### config.mk
export PLATFORM = sky130hd
export DESIGN_NAME = vga_sync_gen_flat
export DESIGN_NICKNAME = d
export VERILOG_FILES = /design/src/rtl/vga_sync_gen_if.sv /design/src/rtl/vga_sync_gen.sv /design/src/flat_wrapper.sv
export SDC_FILE = /design/constraint.sdc
export NUM_CORES = 1
export LEC_CHECK = 0
export ABC_AREA = 1
export BUFFER_PORTS_ARGS = -buffer_cell sky130_fd_sc_hd__buf_2
export CORE_MARGIN = 4
export CORE_UTILIZATION = 41
export DETAILED_ROUTE_END_ITERATION = 12
export PLACE_DENSITY = 0.75
export SLEW_MARGIN = 20
export SYNTH_ARGS = -nofsm -noshare
export SYNTH_HDL_FRONTEND = slang
export SYNTH_SLANG_ARGS = --single-unit
export TNS_END_PERCENT = 20
### constraint.sdc
create_clock -name CLK -period 1.3 [get_ports CLK]
set_input_delay 0.26 -clock CLK [delete_from_list [all_inputs] [get_ports CLK]]
set_output_delay 0.26 -clock CLK [all_outputs]
set_load 0.1 [all_outputs]
### src/rtl/vga_sync_gen_if.sv
// Bundle between the horizontal pixel counter, the sync decoder and the pixel pipeline.
// master drives the horizontal count; slave (the decoder) drives the sync/timing outputs.
interface vga_sync_gen_if;
  localparam int unsigned HW = 11;
  localparam int unsigned VW = 10;

  logic [HW-1:0] h_cnt;
  logic          hs;
  logic          vs;
  logic          de;
  logic [HW-1:0] x;
  logic [VW-1:0] y;
  logic          line_end;
  logic          frame_start;

  modport master (output h_cnt, input hs, vs, de, x, y, line_end, frame_start);
  modport slave  (input h_cnt, output hs, vs, de, x, y, line_end, frame_start);
endinterface

### src/rtl/vga_sync_gen.sv
// Vertical line counter plus registered HSYNC/VSYNC/DE/coordinate/strobe decode.
// Define VGA_SYNC_ACTIVE_LOW_EN for active-low HSYNC/VSYNC (reset level 1).
module vga_sync_gen #(
  parameter int unsigned H_ACTIVE = 800,
  parameter int unsigned H_FP     = 56,
  parameter int unsigned H_SYNC   = 120,
  parameter int unsigned H_LAST   = 1040,
  parameter int unsigned V_ACTIVE = 600,
  parameter int unsigned V_FP     = 37,
  parameter int unsigned V_SYNC   = 6,
  parameter int unsigned V_TOTAL  = 666
) (
  input  logic           CLK,
  input  logic           RST,
  vga_sync_gen_if.slave  bus
);
  localparam int unsigned HW = 11;
  localparam int unsigned VW = 10;
  localparam int unsigned CW = 12;

`ifdef VGA_SYNC_ACTIVE_LOW_EN
  localparam logic SYNC_ON = 1'b0;
`else
  localparam logic SYNC_ON = 1'b1;
`endif
  localparam logic SYNC_OFF = ~SYNC_ON;

  localparam logic [CW-1:0] HS_START = CW'(H_ACTIVE + H_FP);
  localparam logic [CW-1:0] HS_END   = CW'(H_ACTIVE + H_FP + H_SYNC);
  localparam logic [CW-1:0] VS_START = CW'(V_ACTIVE + V_FP);
  localparam logic [CW-1:0] VS_END   = CW'(V_ACTIVE + V_FP + V_SYNC);
  localparam logic [VW-1:0] V_MAX    = VW'(V_TOTAL - 1);

  logic [VW-1:0] v_cnt_q, v_cnt_d;
  logic          hs_q, hs_d;
  logic          vs_q, vs_d;
  logic          de_q, de_d;
  logic [HW-1:0] x_q, x_d;
  logic [VW-1:0] y_q, y_d;
  logic          line_end_q, line_end_d;
  logic          frame_start_q, frame_start_d;

  logic [CW-1:0] h_w;
  logic [CW-1:0] v_w;
  logic          in_range_c;

  assign h_w        = CW'(bus.h_cnt);
  assign v_w        = CW'(v_cnt_q);
  assign in_range_c = (h_w <= CW'(H_LAST));

  // Decode on the current count and the pre-update line number.
  always_comb begin
    v_cnt_d       = v_cnt_q;
    line_end_d    = (h_w == CW'(H_LAST));
    de_d          = in_range_c && (h_w < CW'(H_ACTIVE)) && (v_w < CW'(V_ACTIVE));
    hs_d          = (in_range_c && (h_w >= HS_START) && (h_w < HS_END)) ? SYNC_ON : SYNC_OFF;
    vs_d          = ((v_w >= VS_START) && (v_w < VS_END)) ? SYNC_ON : SYNC_OFF;
    x_d           = de_d ? bus.h_cnt : '0;
    y_d           = de_d ? v_cnt_q : '0;
    frame_start_d = (h_w == '0) && (v_cnt_q == '0);
    if (line_end_d) begin
      v_cnt_d = (v_cnt_q == V_MAX) ? '0 : v_cnt_q + VW'(1);
    end
  end

  always_ff @(posedge CLK) begin
    if (RST) begin
      v_cnt_q       <= '0;
      hs_q          <= SYNC_OFF;
      vs_q          <= SYNC_OFF;
      de_q          <= 1'b0;
      x_q           <= '0;
      y_q           <= '0;
      line_end_q    <= 1'b0;
      frame_start_q <= 1'b0;
    end else begin
      v_cnt_q       <= v_cnt_d;
      hs_q          <= hs_d;
      vs_q          <= vs_d;
      de_q          <= de_d;
      x_q           <= x_d;
      y_q           <= y_d;
      line_end_q    <= line_end_d;
      frame_start_q <= frame_start_d;
    end
  end

  assign bus.hs          = hs_q;
  assign bus.vs          = vs_q;
  assign bus.de          = de_q;
  assign bus.x           = x_q;
  assign bus.y           = y_q;
  assign bus.line_end    = line_end_q;
  assign bus.frame_start = frame_start_q;
endmodule

### src/flat_wrapper.sv
// flat-port wrapper written by rule: the top's interface ports become plain ports
module vga_sync_gen_flat 
#(
  parameter int unsigned H_ACTIVE = 800,
  parameter int unsigned H_FP     = 56,
  parameter int unsigned H_SYNC   = 120,
  parameter int unsigned H_LAST   = 1040,
  parameter int unsigned V_ACTIVE = 600,
  parameter int unsigned V_FP     = 37,
  parameter int unsigned V_SYNC   = 6,
  parameter int unsigned V_TOTAL  = 666
)
  (CLK, RST, bus_h_cnt, bus_hs, bus_vs, bus_de, bus_x, bus_y, bus_line_end, bus_frame_start);
  vga_sync_gen_if bus_i ();
  input  logic CLK;
  input  logic RST;
  input wire logic [$bits(bus_i.h_cnt)-1:0] bus_h_cnt;
  output wire logic [$bits(bus_i.hs)-1:0] bus_hs;
  output wire logic [$bits(bus_i.vs)-1:0] bus_vs;
  output wire logic [$bits(bus_i.de)-1:0] bus_de;
  output wire logic [$bits(bus_i.x)-1:0] bus_x;
  output wire logic [$bits(bus_i.y)-1:0] bus_y;
  output wire logic [$bits(bus_i.line_end)-1:0] bus_line_end;
  output wire logic [$bits(bus_i.frame_start)-1:0] bus_frame_start;
  assign bus_i.h_cnt = bus_h_cnt;
  assign bus_hs = bus_i.hs;
  assign bus_vs = bus_i.vs;
  assign bus_de = bus_i.de;
  assign bus_x = bus_i.x;
  assign bus_y = bus_i.y;
  assign bus_line_end = bus_i.line_end;
  assign bus_frame_start = bus_i.frame_start;
  vga_sync_gen #(.H_ACTIVE(H_ACTIVE), .H_FP(H_FP), .H_SYNC(H_SYNC), .H_LAST(H_LAST), .V_ACTIVE(V_ACTIVE), .V_FP(V_FP), .V_SYNC(V_SYNC), .V_TOTAL(V_TOTAL)) u_core (.CLK(CLK), .RST(RST), .bus(bus_i));
endmodule
Word level (Yosys, flattened, before mapping)

Cells that the tools add are included.

$add $sub $neg: 1
$lt $le $gt $ge: 7
Equal/unequal tests: 2
Muxes and demuxes: 3
Bitwise logic cells: 1
Reductions and logical operators: 9

Operators by type and width:

| cell                                                         | number |
|---|---|
| less-than comparator 11 x 10 -> 1 bit, second input constant | 2 |
| less-than comparator 10 bit, second input constant           | 2 |
| logical NOT 12 bit                                           | 1 |
| equality test 11 bit, second input constant                  | 1 |
| >= comparator 11 x 10 -> 1 bit, second input constant        | 1 |
| <= comparator 11 bit, second input constant                  | 1 |
| adder 10 x 1 -> 10 bit, second input constant                | 1 |
| equality test 10 bit, second input constant                  | 1 |
| >= comparator 10 bit, second input constant                  | 1 |
| logical NOT 10 bit                                           | 1 |
| 2-to-1 mux 10 bit                                            | 1 |
| logical AND 1 bit                                            | 6 |
| 2-to-1 mux 1 bit                                             | 2 |
| OR reduction 2 bit                                           | 1 |
| NOT 1 bit                                                    | 1 |

Register bits after elaboration: 36
Bits of input ports: 13
Output and inout bits: 26
Logic and storage cells: 31

Longest topological paths before layout

Word-level depth: 5
Depth in mapped cells: 9
Depth with buffers taken out: 9

Worst setup path before layout

OpenSTA, ideal clock, no wires.

Path type: register -> register
Start: register u_core.v_cnt_q[1]
End: register u_core.v_cnt_q[9]
Arrival: 1.083 ns
Slack: 0.102 ns
Cell stages (with the launch flop): 10
Cell sequence: dfxtp_1 > inv_1 > ha_1 > inv_1 > nor2_1 > nand3_1 > nor2_1 > nor2_2 > nand2_1 > nor2_1

Cells in the longest elaborated chain, start to end: 2
Elaborated cells on any way between the ends: 3

Ends and longest elaborated chain:

| item                                                           | line               | text |
|---|---|---|
| start, declared                                                | vga_sync_gen.sv:34 | `logic [VW-1:0] v_cnt_q, v_cnt_d;` |
| start signal, assigned                                         | vga_sync_gen.sv:77 | `v_cnt_q <= v_cnt_d;` |
| adder 10 x 1 -> 10 bit or equality test 10 bit (tied branches) | vga_sync_gen.sv:62 | `v_cnt_d = (v_cnt_q == V_MAX) ? '0 : v_cnt_q + VW'(1);` |
| 2-to-1 mux 10 bit (*)                                          | vga_sync_gen.sv:62 |  |

Every way passes the cells marked *; elsewhere a longest branch is shown, timed or not.
A chain may end at the register's enable or synchronous reset.

Final worst setup path

Start: register u_core.x_q[8] (netlist: u_core.bus.x[8])
End: output bus_x[8]

RTL lines:

| item                   | line               | text |
|---|---|---|
| start, declared        | vga_sync_gen.sv:38 | `logic [HW-1:0] x_q, x_d;` |
| start signal, assigned | vga_sync_gen.sv:72 | `x_q <= '0;` |
| start signal, assigned | vga_sync_gen.sv:81 | `x_q <= x_d;` |
| end, declared          | flat_wrapper.sv:21 | `output wire logic [$bits(bus_i.x)-1:0] bus_x;` |

No word-level cell between the ends.

==> results.cfg <==
[die]
fp.dieArea_sq_mm = 0.00508
ios = 39
coreArea_sq_mm = 0.00377
fp.dieH_um = 71.3
rows = 22
initial_core_util = 0.435
die_w_um = 71.3

[setup_path]
path_buf_inv = 1
crit_path_max_incr_delay_ps = 410
critPathArrivalTime_ps = 1010
crit_type = flip-flop to primary output
path_cells = buf_2
cp-start-kind = flip-flop
crit_path_max_fanout = 1
cp_slowest_cell = buf_2
crit_family = buffers and inverters
worstSetupEndpointType = primary output
cp.required_ps = 1040

[detailed_routing]
routed_wl_mm = 3.56
vias = 1508
routedWlPerCell_um = 11.0
drt_first_pass_iters = 4
drtAntennaViolNets = 0
drcViolationCount = 0
drt_iter0_drc = 107
viasPerCell = 4.65

[clock_network]
cts_root_buf = clkbuf_8
post_cts_buffers = 0
cts_tree = done
clkSlewWorstSetupHoldPaths_ps = 70
clk_latency_ps = 290
cts_sinks = 36
cts-buffers-inserted = 5
clock_path_buffers = 2
htree_levels = 2

[yosys]
yosysWarnings = 0
syn_area_per_cell_sq_um = 7.39
ys_top_cells_by_area = dfxtp_1 44%, nor2_2 9.9%, nand2_1 9.1%
syn_area_sq_mm = 0.00164
yosys_register_bits = 36
ys_types = 23
synth_largest_area_cell = dfxtp_1
yosysSeqAreaShare = 0.439
synth_top_area_frac = 0.439
synthesis.nets = 239
postSynthCellCount = 222

[power_and_ir_drop]
switching_share = 0.257
switching_power_w = 0.000603
seqPwrFrac = 0.478
internal_power_w = 0.00175
power.density_mw_per_mm2 = 1060
p_total_w = 0.00235
irDropWorstVdd_mv = 0.629
p_comb_frac = 0.117
p_leak_nw = 1.02
clkPwrFrac = 0.405

[global_route]
antenna_found_initial = 0
grt_max_degree = 12
gr-total-overflow = 0
grt_util_all_layers = 0.149
grt_pass1_vias = 1432
grt_pass1_wl_mm = 6.02

[timing]
grt_setup_unrepaired = yes
hold_ws_ps = 202
setup_ws_ps = 29.7
drv_slew = 0
fin_worst_skew_ps = 4.53
setup_viol = 0
hold_viol = 0
period_minus_slack_ps = 1270
fmax_ghz = 0.787
fin_crit_sh = 0.977

[final_layout]
diodes = 0
fillers = 333
nets = 292
final_cells = 324
fin_util = 0.591
ff_latch_area_sq_um = 728
multiInputGateArea_sq_um = 783
drive_gt1_frac = 0.424
syn2layout_area_growth_pct = 35.7

[place]
numPortBuffers = 38
dp_cells = 316
pre_cts_slack_ps = 20.7
hpwlAfterDp_mm = 2.79
place_congestion = 0.943

[run_status]
status = completed

[worst_hold_path]
hold_class = input port to flip-flop

[flow_run]
cap_violations = 0
## cells by family after synthesis
| family | Yosys count | share of synthesized area |
|---|---|---|
| compound gates | 16 | 0.0534 |
| xor+xnor | 1 | 0.00534 |
| fa+ha+maj | 4 | 0.0305 |
| buf+inv | 40 | 0.101 |
| flops | 36 | 0.439 |
| other cells | 1 | 0.00228 |
| simple gates | 124 | 0.368 |
## path summary, 6_finish.rpt
kind / from / to / slack [ps] / depth (start not counted)
max: u_core.bus.x[8] / bus_x[8] / 30 / 1
max reg2reg: u_core.v_cnt_q[1] / u_core.v_cnt_q[4] / 90 / 8
min: bus_h_cnt[2] / u_core.bus.x[2] / 200 / 3
min reg2reg: u_core.v_cnt_q[8] / u_core.bus.y[8] / 500 / 2
## synthesized netlist by cell type
cell type	instances
nand2_1	40
dfxtp_1	36
inv_1	27
nor2_1	26
nor2_2	26
nand3_1	12
inv_2	10
a21oi_1	7
nor3_1	7
nand4_1	5
ha_1	4
nand2_2	4
o21ai_0	4
o21ai_1	3
a21oi_2	2
buf_6	2
buf_2	1
conb_1	1
nand2_4	1
nand3_2	1
nor2_4	1
nor3_2	1
xor2_1	1
## timing repair
| item | 4_1_cts | 5_1_grt |
|---|---|---|
| endpoints found under the hold margin | 0 | 0 |
| hold buffers | 0 | 0 |
| endpoints found under the setup margin | 0 | 38 |
| resized for setup | 0 | 23 |
## registers in the layout (all words and copies together) (netlist names)
signal	count
u_core.bus.x	11
u_core.bus.y	10
u_core.v_cnt_q	10
u_core.bus.de	1
u_core.bus.frame_start	1
u_core.bus.hs	1
u_core.bus.line_end	1
u_core.bus.vs	1
## power by group through the flow
| stage | clock network (W) | logic [W] | registers [W] |
|---|---|---|---|
| 3_3_place_gp | 0 | 0.000271 | 0.00115 |
| 4_1_cts | 0.000980 | 0.000273 | 0.00112 |
| 5_1_grt | 0.00103 | 0.000293 | 0.00112 |
| 6_report | 0.000953 | 0.000274 | 0.00112 |
| 3_5_place_dp | 0 | 0.000273 | 0.00115 |
| 2_1_floorplan | 0 | 0.0000836 | 0.00128 |
## through the flow
stage | TNS [ps] | cell area [sq um]
after floorplan | 0 | 1640
after global placement | 0 | 2070
after detailed placement | 0 | 2070
after CTS | 0 | 2170
after global routing | -571 | 2230
final | 0 | 2230
## layer usage
metal	vias to the layer above	track usage	part of all wire
li1	787	-	-
met1	662	0.183	0.42
met2	54	0.236	0.47
met3	5	0.0449	0.097
met4	0	0.0772	0.014
met5	-	0	0
## final cells by class
class / instances / share of cell area
Clock buffer: 6 / 0.0326
Clock inverter: 2 / 0.0157
Inverter: 37 / 0.0623
Multi-Input combinational cell: 146 / 0.351
Sequential cell: 36 / 0.327
Tap cell: 48 / 0.0270
Timing Repair Buffer: 49 / 0.184
## placed cells by master (no fill, tap or decap), types with 2 or more instances in the layout
| cell type | n |
|---|---|
| dfxtp_2 | 6 |
| buf_12 | 8 |
| nand2_1 | 40 |
| inv_1 | 26 |
| clkbuf_8 | 5 |
| nor2_2 | 28 |
| nor2_1 | 24 |
| nor3_2 | 2 |
| inv_2 | 11 |
| o21ai_1 | 3 |
| dfxtp_1 | 30 |
| nand2_2 | 4 |
| a21oi_1 | 7 |
| a21oi_2 | 2 |
| nand3_2 | 3 |
| ha_2 | 2 |
| o21ai_0 | 3 |
| clkbuf_4 | 7 |
| ha_1 | 2 |
| buf_4 | 11 |
| buf_2 | 23 |
| nor3_1 | 6 |
| nand3_1 | 10 |
| nand4_1 | 5 |
No activity file was read; power rests on OpenSTA's default activity.
